<file path="src/rtl/turfio_cin_pkg.sv">
// Shared types and helpers for the CIN word-alignment stage.
package turfio_cin_pkg;

  typedef enum logic [1:0] {IDLE, SEARCH, VERIFY, LOCKED} cin_lock_state_t;

  localparam int unsigned POPCOUNT_MAX_W = 256;

  function automatic int unsigned calc_beats(input int unsigned nib_w, input int unsigned word_w);
    return word_w / nib_w;
  endfunction

  function automatic int unsigned popcount(input logic [POPCOUNT_MAX_W-1:0] v);
    int unsigned n;
    n = 0;
    for (int unsigned i = 0; i < POPCOUNT_MAX_W; i++) n = n + 32'(v[i]);
    return n;
  endfunction

endpackage

</file>
<file path="src/rtl/turfio_cin_word_assembler.sv">
// Builds WORD_WIDTH-bit words from NIB_WIDTH-bit beats at a selectable bit offset,
// suppressing the first word strobe after each offset slip.
module turfio_cin_word_assembler
  import turfio_cin_pkg::*;
#(
  parameter int unsigned NIB_WIDTH  = 4,
  parameter int unsigned WORD_WIDTH = 32
) (
  input  logic                          clk_i,
  input  logic                          rst_i,
  input  logic [NIB_WIDTH-1:0]          cin_i,
  input  logic                          cin_valid_i,
  input  logic [$clog2(WORD_WIDTH)-1:0] offset_i,
  input  logic                          slip_i,
  output logic [WORD_WIDTH-1:0]         word_o,
  output logic                          word_valid_o
);

  localparam int unsigned BEATS  = calc_beats(NIB_WIDTH, WORD_WIDTH);
  localparam int unsigned CNT_W  = (BEATS > 1) ? $clog2(BEATS) : 1;
  localparam int unsigned HIST_W = 2 * WORD_WIDTH;

  logic [HIST_W-1:0]     hist_q, hist_d;
  logic [CNT_W-1:0]      cnt_q, cnt_d;
  logic [WORD_WIDTH-1:0] word_q, word_d;
  logic                  word_valid_q, word_valid_d;
  logic                  holdoff_q, holdoff_d;
  logic                  last_beat;

  always_comb begin
    hist_d    = hist_q;
    cnt_d     = cnt_q;
    last_beat = 1'b0;
    if (cin_valid_i) begin
      hist_d    = {hist_q[HIST_W-NIB_WIDTH-1:0], cin_i};
      last_beat = (cnt_q == CNT_W'(BEATS - 1));
      cnt_d     = last_beat ? '0 : cnt_q + 1'b1;
    end
    // Word is cut from the post-shift history so it appears one cycle after the final beat.
    word_d       = last_beat ? hist_d[offset_i +: WORD_WIDTH] : word_q;
    word_valid_d = last_beat && !holdoff_q;
    if (slip_i)         holdoff_d = 1'b1;
    else if (last_beat) holdoff_d = 1'b0;
    else                holdoff_d = holdoff_q;
  end

  always_ff @(posedge clk_i) begin
    if (rst_i) begin
      hist_q       <= '0;
      cnt_q        <= '0;
      word_q       <= '0;
      word_valid_q <= 1'b0;
      holdoff_q    <= 1'b0;
    end else begin
      hist_q       <= hist_d;
      cnt_q        <= cnt_d;
      word_q       <= word_d;
      word_valid_q <= word_valid_d;
      holdoff_q    <= holdoff_d;
    end
  end

  assign word_o       = word_q;
  assign word_valid_o = word_valid_q;

endmodule

</file>
<file path="src/rtl/turfio_cin_autolock.sv">
// CIN parallel-sync stage with automatic bit-slip alignment against a training word,
// lock verification, bit-error accounting and loss-of-lock detection.
module turfio_cin_autolock
  import turfio_cin_pkg::*;
#(
  parameter int unsigned           NIB_WIDTH     = 4,
  parameter int unsigned           WORD_WIDTH    = 32,
  parameter logic [WORD_WIDTH-1:0] TRAIN_PATTERN = 32'hA55A6996,
  parameter int unsigned           LOCK_COUNT    = 4,
  parameter int unsigned           ERR_LIMIT     = 4,
  parameter int unsigned           ERRCNT_WIDTH  = 16,
  parameter int unsigned           AUTO_RELOCK   = 0
) (
  input  logic                          aclk_i,
  input  logic                          rst_i,
  input  logic [NIB_WIDTH-1:0]          cin_i,
  input  logic                          cin_valid_i,
  input  logic                          lock_req_i,
  input  logic                          lock_rst_i,
  input  logic                          bitslip_i,
  input  logic                          train_i,
  input  logic                          biterr_clr_i,
  output logic [WORD_WIDTH-1:0]         cin_parallel_o,
  output logic                          cin_parallel_valid_o,
  output logic                          locked_o,
  output logic                          lock_fail_o,
  output logic                          unlock_o,
  output logic [$clog2(WORD_WIDTH)-1:0] offset_o,
  output logic [ERRCNT_WIDTH-1:0]       biterr_count_o
);

  localparam int unsigned OFF_W    = $clog2(WORD_WIDTH);
  localparam int unsigned TRY_W    = OFF_W + 1;
  localparam int unsigned MATCH_W  = $clog2(LOCK_COUNT + 1);
  localparam int unsigned CONSEC_W = $clog2(ERR_LIMIT + 1);
  localparam int unsigned SUM_W    = ERRCNT_WIDTH + 1;

  cin_lock_state_t       state_q, state_d;
  logic [OFF_W-1:0]      offset_q, offset_d, start_off_q, start_off_d;
  logic [TRY_W-1:0]      tries_q, tries_d, tries_inc;
  logic [MATCH_W-1:0]    matches_q, matches_d, matches_inc;
  logic [CONSEC_W-1:0]   consec_q, consec_d, consec_inc;
  logic                  lock_fail_q, lock_fail_d, unlock_q, unlock_d;
  logic [ERRCNT_WIDTH-1:0] errcnt_q, errcnt_d, errcnt_base;
  logic [SUM_W-1:0]      err_sum;
  logic [WORD_WIDTH-1:0] word;
  logic                  word_valid, is_match, slip, search_miss;

  turfio_cin_word_assembler #(
    .NIB_WIDTH (NIB_WIDTH),
    .WORD_WIDTH(WORD_WIDTH)
  ) u_asm (
    .clk_i       (aclk_i),
    .rst_i       (rst_i),
    .cin_i       (cin_i),
    .cin_valid_i (cin_valid_i),
    .offset_i    (offset_q),
    .slip_i      (slip),
    .word_o      (word),
    .word_valid_o(word_valid)
  );

  assign is_match    = (word == TRAIN_PATTERN);
  assign tries_inc   = tries_q + 1'b1;
  assign matches_inc = matches_q + 1'b1;
  assign consec_inc  = consec_q + 1'b1;
  assign errcnt_base = biterr_clr_i ? '0 : errcnt_q;
  assign err_sum     = {1'b0, errcnt_base}
                     + SUM_W'(popcount(POPCOUNT_MAX_W'(word ^ TRAIN_PATTERN)));

  always_comb begin
    state_d     = state_q;
    offset_d    = offset_q;
    start_off_d = start_off_q;
    tries_d     = tries_q;
    matches_d   = matches_q;
    consec_d    = consec_q;
    lock_fail_d = lock_fail_q;
    unlock_d    = 1'b0;
    slip        = 1'b0;
    search_miss = 1'b0;
    errcnt_d    = errcnt_base;

    if (state_q == LOCKED && word_valid && train_i)
      errcnt_d = err_sum[ERRCNT_WIDTH] ? '1 : err_sum[ERRCNT_WIDTH-1:0];

    if (lock_rst_i) begin
      state_d     = IDLE;
      lock_fail_d = 1'b0;
      tries_d     = '0;
      matches_d   = '0;
      consec_d    = '0;
    end else begin
      unique case (state_q)
        IDLE: begin
          if (lock_req_i) begin
            state_d     = SEARCH;
            lock_fail_d = 1'b0;
            tries_d     = '0;
            matches_d   = '0;
            start_off_d = offset_q;
          end else if (bitslip_i) begin
            slip = 1'b1;
          end
        end
        SEARCH: begin
          if (word_valid) begin
            if (is_match) begin
              matches_d = MATCH_W'(1);
              state_d   = (LOCK_COUNT == 1) ? LOCKED : VERIFY;
            end else begin
              search_miss = 1'b1;
            end
          end
        end
        VERIFY: begin
          if (word_valid) begin
            if (is_match) begin
              matches_d = matches_inc;
              if (matches_inc == MATCH_W'(LOCK_COUNT)) state_d = LOCKED;
            end else begin
              search_miss = 1'b1;
            end
          end
        end
        LOCKED: begin
          if (!train_i) begin
            consec_d = '0;
          end else if (word_valid) begin
            if (is_match) begin
              consec_d = '0;
            end else if (consec_inc == CONSEC_W'(ERR_LIMIT)) begin
              consec_d  = '0;
              unlock_d  = 1'b1;
              matches_d = '0;
              tries_d   = '0;
              if (AUTO_RELOCK != 0) begin
                state_d     = SEARCH;
                start_off_d = offset_q;
              end else begin
                state_d = IDLE;
              end
            end else begin
              consec_d = consec_inc;
            end
          end
        end
      endcase

      // Shared SEARCH/VERIFY miss path: slip, or give up and restore the starting offset.
      if (search_miss) begin
        matches_d = '0;
        if (tries_inc == TRY_W'(WORD_WIDTH)) begin
          state_d     = IDLE;
          lock_fail_d = 1'b1;
          offset_d    = start_off_q;
          tries_d     = '0;
        end else begin
          slip    = 1'b1;
          tries_d = tries_inc;
          state_d = SEARCH;
        end
      end
    end

    if (slip) offset_d = (offset_q == OFF_W'(WORD_WIDTH - 1)) ? '0 : offset_q + 1'b1;
  end

  always_ff @(posedge aclk_i) begin
    if (rst_i) begin
      state_q     <= IDLE;
      offset_q    <= '0;
      start_off_q <= '0;
      tries_q     <= '0;
      matches_q   <= '0;
      consec_q    <= '0;
      lock_fail_q <= 1'b0;
      unlock_q    <= 1'b0;
      errcnt_q    <= '0;
    end else begin
      state_q     <= state_d;
      offset_q    <= offset_d;
      start_off_q <= start_off_d;
      tries_q     <= tries_d;
      matches_q   <= matches_d;
      consec_q    <= consec_d;
      lock_fail_q <= lock_fail_d;
      unlock_q    <= unlock_d;
      errcnt_q    <= errcnt_d;
    end
  end

  assign locked_o             = (state_q == LOCKED);
  assign cin_parallel_o       = word;
  assign cin_parallel_valid_o = word_valid && (state_q == LOCKED);
  assign lock_fail_o          = lock_fail_q;
  assign unlock_o             = unlock_q;
  assign offset_o             = offset_q;
  assign biterr_count_o       = errcnt_q;

endmodule
</file>
<file path="config.mk">
export PLATFORM = sky130hd
export DESIGN_NAME = turfio_cin_autolock
export DESIGN_NICKNAME = d
export VERILOG_FILES = /design/src/rtl/turfio_cin_pkg.sv /design/src/rtl/turfio_cin_word_assembler.sv /design/src/rtl/turfio_cin_autolock.sv
export SDC_FILE = /design/constraint.sdc
export NUM_CORES = 1
export LEC_CHECK = 0
export ABC_AREA = 1
export CORE_UTILIZATION = 40
export CTS_BUF_LIST = sky130_fd_sc_hd__clkbuf_2
export DETAILED_ROUTE_END_ITERATION = 16
export GPL_ROUTABILITY_DRIVEN = 0
export SLEW_MARGIN = 20
export SYNTH_ARGS = -nofsm -noshare
export SYNTH_HDL_FRONTEND = slang
export SYNTH_HIERARCHICAL = 1
export SYNTH_SLANG_ARGS = --single-unit
</file>
<file path="constraint.sdc">
create_clock -name aclk_i -period 10.77 [get_ports aclk_i]
set_clock_uncertainty 0.1 [all_clocks]
set_input_delay 1.077 -clock aclk_i [delete_from_list [all_inputs] [get_ports aclk_i]]
set_output_delay 1.077 -clock aclk_i [all_outputs]
set_load 0.01 [all_outputs]
</file>
==> impl_metrics.env, run 1 <==
export IMPL_design_power_total_mw=1.18
export IMPL_crit_path_max_fanout=7
export IMPL_clk_latency_ps=740
export IMPL_postRouteAntennaNets=0
export IMPL_synth_top_family_by_area="simple AND/OR/NAND/NOR gates"
export IMPL_track_usage_pct=24.7
export IMPL_rows=57
export IMPL_crit_chain="inv_1, fa_1, inv_1, fa_1, fa_1, inv_1, fa_1, fa_1, fa_1, fa_1, inv_1, fa_1, nand3_1, nand2_1, nand4_1, nand2_1, nand2_2, nor2_4, nand2_2, nand3_1, nand2_1, inv_1"
export IMPL_multi_input_area_um2=6410
export IMPL_endpoint_kind="flop"
export IMPL_cts_buffer_depth=2
export IMPL_cts_setup_buffers=0
export IMPL_worstPathArrival_ps=6080
export IMPL_htree_levels=4
export IMPL_drtPass1Iterations=8
export IMPL_synth_fa_ha_area_share_pct=8.58
export IMPL_die_h_um=161
export IMPL_hold_violations=0
export IMPL_hold_path_class="flop to flop"
export IMPL_crit_path_start_kind="flop"
export IMPL_finalMaxSlewViolations=0
export IMPL_outcome="complete, no violations"
export IMPL_synth_compound_area_share_pct=7.54
export IMPL_hold_depth=1
export IMPL_layout_setup_ws_ps=5280
export IMPL_slew_headroom_pct=27.9
export IMPL_synth_area_per_cell_um2=6.39
export IMPL_grt_pass1_wl_um=51700
export IMPL_cts_tree="done"
export IMPL_clk_pin_slew_ps=280
export IMPL_min_period_ps=5490
export IMPL_fin_setup_tns_ps=0
export IMPL_final_layout_size_suffix_gt1_share_pct=5.83
export IMPL_critPathMaxStageDelay_ps=540
export IMPL_numPortBuffers=68
export IMPL_antenna_found_initial=1
export IMPL_area_delta_synth_final_pct=9.58
export IMPL_synth_simple_area_share_pct=46.0
export IMPL_ctsHoldBuffers=0
export IMPL_powerDensity_nw_per_um2=106
export IMPL_drt_initial_drc_count=1139
export IMPL_start_util_pct=41.3
export IMPL_cp_top_family="adder cells"
export IMPL_register_area_um2=2850
export IMPL_dieArea_um2=26000
export IMPL_grt_max_degree=69
export IMPL_io_pins=69
export IMPL_pre_cts_ws_ps=4520
export IMPL_holdPathEnd="u_asm/word_valid_o$_SDFF_PP0_"
export IMPL_slowest_stage="fa_1"
export IMPL_dpl_cell_area_um2=10900
export IMPL_cts_resized=0
export IMPL_finalCritPeriodShare_pct=50.9
export IMPL_synth_fp_nets=1656
export IMPL_rsz0062_at_grt="no"
export IMPL_core_area_um2=24600
export IMPL_fmax_ghz=0.182
export IMPL_drv_cap=0
export IMPL_fin_nets=1666
export IMPL_fin_area_um2=11100
export IMPL_r2r_start="u_asm/word_o[10]$_SDFFE_PP0P_"
export IMPL_route_vias_total=10600
export IMPL_synthXorXnorAreaFrac_pct=1.02
export IMPL_die_w_um=161
export IMPL_syn_inst=1590
export IMPL_wl_per_cell_um=16.2
export IMPL_r2r_end="biterr_count_o[10]$_SDFF_PP0_"
export IMPL_hold_path_startpoint="u_asm/holdoff_q$_SDFFE_PP0P_"
export IMPL_vdd_drop_max_v=0.0000641
export IMPL_vias_per_cell=5.48
export IMPL_critical_path_class="flop to flop"
export IMPL_synth_mux_area_share_pct=0
export IMPL_reg2regPathDepth=22
export IMPL_clockRootBuffer="clkbuf_2"
export IMPL_yosys_warnings=6
export IMPL_cts_buffers=17
export IMPL_worst_pin_slew_ps=1080
export IMPL_yosysUniqueCellTypes=47
export IMPL_reg2reg_setup_slack_ps=5280
export IMPL_fill_cells=2626
export IMPL_cts_sinks=142
export IMPL_hpwl_um=22600
export IMPL_grt_pass1_vias=9902
export IMPL_wirelength_um=31400
export IMPL_setup_viol=0
export IMPL_grt_overflow_total=0
export IMPL_leakage_nw=4.80
export IMPL_worstPathRequired_ps=11370
export IMPL_cp_common_cell="fa_1"
export IMPL_drc=0
export IMPL_crit_buf_inv=5
export IMPL_seq_area_frac_synth_pct=28.0
export IMPL_ys_ff_latch=142
export IMPL_synthesis_area_um2=10200
-- area by class of cell --
type	count	share of cell area (%)
clock inverter	15	1.12
tap	324	3.64
sequential	142	25.6
inverter	133	4.54
clock buffer	17	0.765
antenna	2	0.0450
multi-input combinational	1229	57.6
timing repair buffer	77	6.64
-- power by group --
part	internal, mW	leakage [nW]	switching [mW]	total (mW)
clock network	0.0692	0.134	0.230	0.299
logic	0.103	3.52	0.227	0.329
registers	0.536	1.15	0.00989	0.546
-- stage by stage --
| step | utilization, % | std cells | hold WS (ps) |
|---|---|---|---|
| global placement | 44.3 | 1905 | 317 |
| global route | 45.2 | 1939 | 377 |
| floorplan | - | 1590 | 300 |
| finish | 45.2 | 1939 | 345 |
| CTS | 45.2 | 1937 | 347 |
| detailed placement | 44.3 | 1905 | 318 |
-- Yosys cell counts, drive strengths merged --
library cell	number	area share, %
o22ai	2	0.18
nor3	7	0.39
clkbuf	41	1.5
nor3b	1	0.074
or2	5	0.31
a21boi	3	0.26
nand4	5	0.31
nor2	121	5.2
inv	127	4.7
xnor2	4	0.35
a21o	1	0.074
nor4	2	0.27
a31oi	8	0.49
ha	28	3.5
nand3	507	25
and2	2	0.12
nor4b	2	0.17
a21oi	89	4.5
nand3b	1	0.074
buf	45	2.4
fa	26	5.1
xor2	7	0.68
clkinv	6	0.22
nand2	369	14
o21ai	39	2.0
dfxtp	142	28
-- logic make-up after synthesis --
family | after synthesis
adder cells (fa/ha/maj) | 54
AO/OA/AOI/OAI | 142
AND/OR/NAND/NOR | 1022
XOR/XNOR | 11
buffers and inverters | 219
flip-flops | 142
-- placed cells by master (no fill, tap or decap), types with 8 or more instances in the layout --
cell type	count
inv_6	9
clkbuf_2	17
nand3_1	504
a31oi_1	8
buf_4	9
nand2_2	9
dfxtp_1	138
nand2_1	358
a21oi_1	87
nor2_1	109
ha_1	28
o21ai_0	29
o21ai_1	8
inv_1	119
fa_1	26
clkdlybuf4s50_1	66
-- per-layer routing --
layer / share of wire [%] / wire length (um) / up-vias / track usage, %
met5: 0 / 0 / - / 0
met4: 1.8 / 567 / 0 / 5.66
met3: 6.1 / 1920 / 41 / 4.62
met2: 45 / 14100 / 309 / 38.7
met1: 47 / 14800 / 4932 / 35.0
li1: - / - / 5335 / -
-- worst max path at each step --
stage	end	from	cells past startpoint	slack, ps
floorplan	biterr_count_o[13]$_SDFF_PP0_	biterr_clr_i	20	5380
global placement	biterr_count_o[13]$_SDFF_PP0_	biterr_clr_i	20	4580
detailed placement	biterr_count_o[13]$_SDFF_PP0_	biterr_clr_i	20	4520
CTS	biterr_count_o[10]$_SDFF_PP0_	u_asm/word_o[10]$_SDFFE_PP0P_	22	5260
global route	biterr_count_o[10]$_SDFF_PP0_	u_asm/word_o[10]$_SDFFE_PP0P_	22	4970
finish	biterr_count_o[10]$_SDFF_PP0_	u_asm/word_o[10]$_SDFFE_PP0P_	22	5280
-- sequential cells by signal (all words and copies together), names as in the netlist --
| name | count |
|---|---|
| state_q | 2 |
| consec_q | 3 |
| u_asm/cnt_q | 3 |
| u_asm/word_valid_o | 1 |
| u_asm/holdoff_q | 1 |
| u_asm/word_o | 32 |
| biterr_count_o | 16 |
| tries_q | 6 |
| matches_q | 3 |
| unlock_o | 1 |
| u_asm/hist_q | 63 |
| offset_o | 5 |
| lock_fail_o | 1 |
| start_off_q | 5 |
Power figures use the tool's default switching activity.
==> run 2: changes to the inputs <==
- clock period: 10.77 -> 5 ns (I/O delays scaled with it)
==> run 2 against run 1 <==
  * The run now ends with negative setup slack left
  * Sequential share of layout area fell by 0.72 points
  * Wire length rose by 2.7%
  * Non-clock buffer count grew 34
  * Core utilization grew 1.4 points
  * Die area is the same
  * Via count up 2.4%
  * Worst setup slack lost 5400 ps
  * Flip-flop and latch count unchanged
  * Total power is 120% higher
  * Design area grew 3.1%
  * Sequential power is 120% higher
  * Critical endpoint is now biterr_count_o[9]$_SDFF_PP0_
  * Largest power group unchanged
  * Highest routed layer unchanged
==> impl_metrics.env, run 2 (synthesis gave the netlist of run 1 again) <==
export IMPL_postRouteAntennaNets=0
export IMPL_critPathMaxStageDelay_ps=520
export IMPL_io_pins=69
export IMPL_final_core_utilization_pct=46.6
export IMPL_outcome="finished with violations"
export IMPL_crit_buf_inv=5
export IMPL_power_frac_seq_pct=46.1
export IMPL_die_w_um=161
export IMPL_cts_sinks=142
export IMPL_drv_cap=0
export IMPL_clk_latency_ps=760
export IMPL_rsz0062_at_grt="yes"
export IMPL_powerDensity_nw_per_um2=223
export IMPL_numPortBuffers=68
export IMPL_internal_power_mw=1.54
export IMPL_hold_path_class="primary input to flop"
export IMPL_grt_pass1_wl_um=52100
export IMPL_wirelength_um=32200
export IMPL_regMostFlops="u_asm/hist_q"
export IMPL_layout_setup_ws_ps=-107
export IMPL_p_comb_share_pct=28.6
export IMPL_area_delta_synth_final_pct=13.0
export IMPL_crit_path_max_fanout=4
export IMPL_worst_pin_slew_ps=1060
export IMPL_switchingPower_mw=1.02
export IMPL_antenna_found_initial=1
export IMPL_hpwl_um=23200
export IMPL_cp_common_cell="fa_1"
export IMPL_fin_nets=1700
export IMPL_dieArea_um2=26000
export IMPL_rows=57
export IMPL_start_util_pct=41.3
export IMPL_pre_cts_ws_ps=-179
export IMPL_violations="negative setup slack"
export IMPL_slew_headroom_pct=29.3
export IMPL_wl_per_cell_um=16.3
export IMPL_drc=0
export IMPL_clockPowerShare_pct=25.3
export IMPL_final_layout_size_suffix_gt1_share_pct=9.41
export IMPL_largest_reg_flops=63
export IMPL_cts_tree="done"
export IMPL_core_area_um2=24600
export IMPL_vdd_drop_max_v=0.000152
export IMPL_route_vias_total=10900
export IMPL_track_usage_pct=25.1
export IMPL_crit_chain="inv_1, fa_1, inv_2, fa_1, fa_1, inv_1, fa_1, fa_1, fa_1, fa_2, inv_2, fa_2, nand3_2, nand2_2, nand4_1, nand2_2, nand2_4, nor2_4, nand2_4, buf_6, a21oi_2"
export IMPL_fmax_ghz=0.196
export IMPL_grt_max_degree=69
export IMPL_die_h_um=161
export IMPL_slowest_stage="fa_1"
export IMPL_clockRootBuffer="clkbuf_2"
export IMPL_drt_initial_drc_count=1045
export IMPL_layout_cells_most_common="nand3_1"
export IMPL_crit_path_start_kind="flop"
export IMPL_htree_levels=4
export IMPL_clk_pin_slew_ps=300
export IMPL_cts_buffers=17
export IMPL_switching_share_pct=39.8
export IMPL_cp_top_family="adder cells"
export IMPL_leakage_nw=5.01
export IMPL_min_period_ps=5110
export IMPL_vias_per_cell=5.51
export IMPL_worstPathRequired_ps=5600
export IMPL_finalMaxSlewViolations=0
export IMPL_grt_pass1_vias=9950
export IMPL_endpoint_kind="flop"
export IMPL_cts_buffer_depth=2
export IMPL_mostFrequentLayoutCells="501 x nand3_1, 353 x nand2_1, 133 x dfxtp_1"
export IMPL_drtPass1Iterations=5
export IMPL_setup_viol=15
export IMPL_hold_violations=0
export IMPL_grt_overflow_total=0
export IMPL_finalCritPeriodShare_pct=102
export IMPL_ctsHoldBuffers=0
export IMPL_worstPathArrival_ps=5710
export IMPL_critical_path_class="flop to flop"
[run 2: cell types whose count changed in the layout (fill, tap and decap cells not counted), sizes merged]
cell and delta:
clkinvlp +3, diode -1, inv -3, buf +34
[run 2: final cells by class]
class,instances,area (um2)
sequential,142,2850
clock inverter,15,128
timing repair buffer,111,997
tap,324,405
fill,2621,13100
antenna,1,2.50
multi-input combinational,1229,6490
inverter,133,508
clock buffer,17,85.1
[run 2: power groups by stage]
stage          combinational, mW  clock, mW  sequential (mW)
6_report                   0.730      0.647             1.18
5_1_grt                    0.813      0.718             1.18
4_1_cts                    0.718      0.675             1.18
3_5_place_dp               0.713          0             1.20
3_3_place_gp               0.712          0             1.20
2_1_floorplan              0.533          0             1.19
[run 2: metal layers]
| metal | GRT usage, % | vias up | wire [um] |
|---|---|---|---|
| met1 | 34.7 | 5099 | 15200 |
| met2 | 38.6 | 307 | 14300 |
| met3 | 4.98 | 54 | 1750 |
| li1 | - | 5408 | - |
| met4 | 9.18 | 0 | 1010 |
| met5 | 0 | - | 0 |
[run 2: worst reg2reg max path: stages, from the launching register on]
cell and delay [ps]:
dfxtp_2 390, inv_1 50, fa_1 510, inv_2 40, fa_1 470, fa_1 520
inv_1 50, fa_1 450, fa_1 510, fa_1 430, fa_2 350, inv_2 80
fa_2 220, nand3_2 80, nand2_2 80, nand4_1 90, nand2_2 120, nand2_4 70
nor2_4 130, nand2_4 90, buf_6 140, a21oi_2 120
[run 2: path summary, 6_finish.rpt]
path / cells past startpoint / slack (ps) / startpoint / endpoint
setup / recovery: 21 / -110 / u_asm/word_o[18]$_SDFFE_PP0P_ / biterr_count_o[9]$_SDFF_PP0_
setup reg to reg: 21 / -110 / u_asm/word_o[18]$_SDFFE_PP0P_ / biterr_count_o[9]$_SDFF_PP0_
hold reg to reg: 2 / 370 / start_off_q[4]$_SDFFE_PP0P_ / start_off_q[4]$_SDFFE_PP0P_
hold / removal: 2 / 190 / rst_i / biterr_count_o[8]$_SDFF_PP0_
[run 2: through the flow]
stage	cells	power [mW]	setup TNS [ps]	instance area, um2	hold slack, ps
5_1_grt	1972	2.71	-4450	11500	156
4_1_cts	1968	2.57	-399	11400	147
3_5_place_dp	1934	1.91	-2170	11100	333
6_report	1972	2.55	-798	11500	191
2_1_floorplan	1590	1.72	0	10200	300
3_3_place_gp	1934	1.91	-1030	11100	328
[run 2: timing repair]
action | 4_1_cts | 5_1_grt
resized for setup | 8 | 19
endpoints found under the setup margin | 16 | 16
pin swaps | 1 | 6
setup buffers | 2 | 3
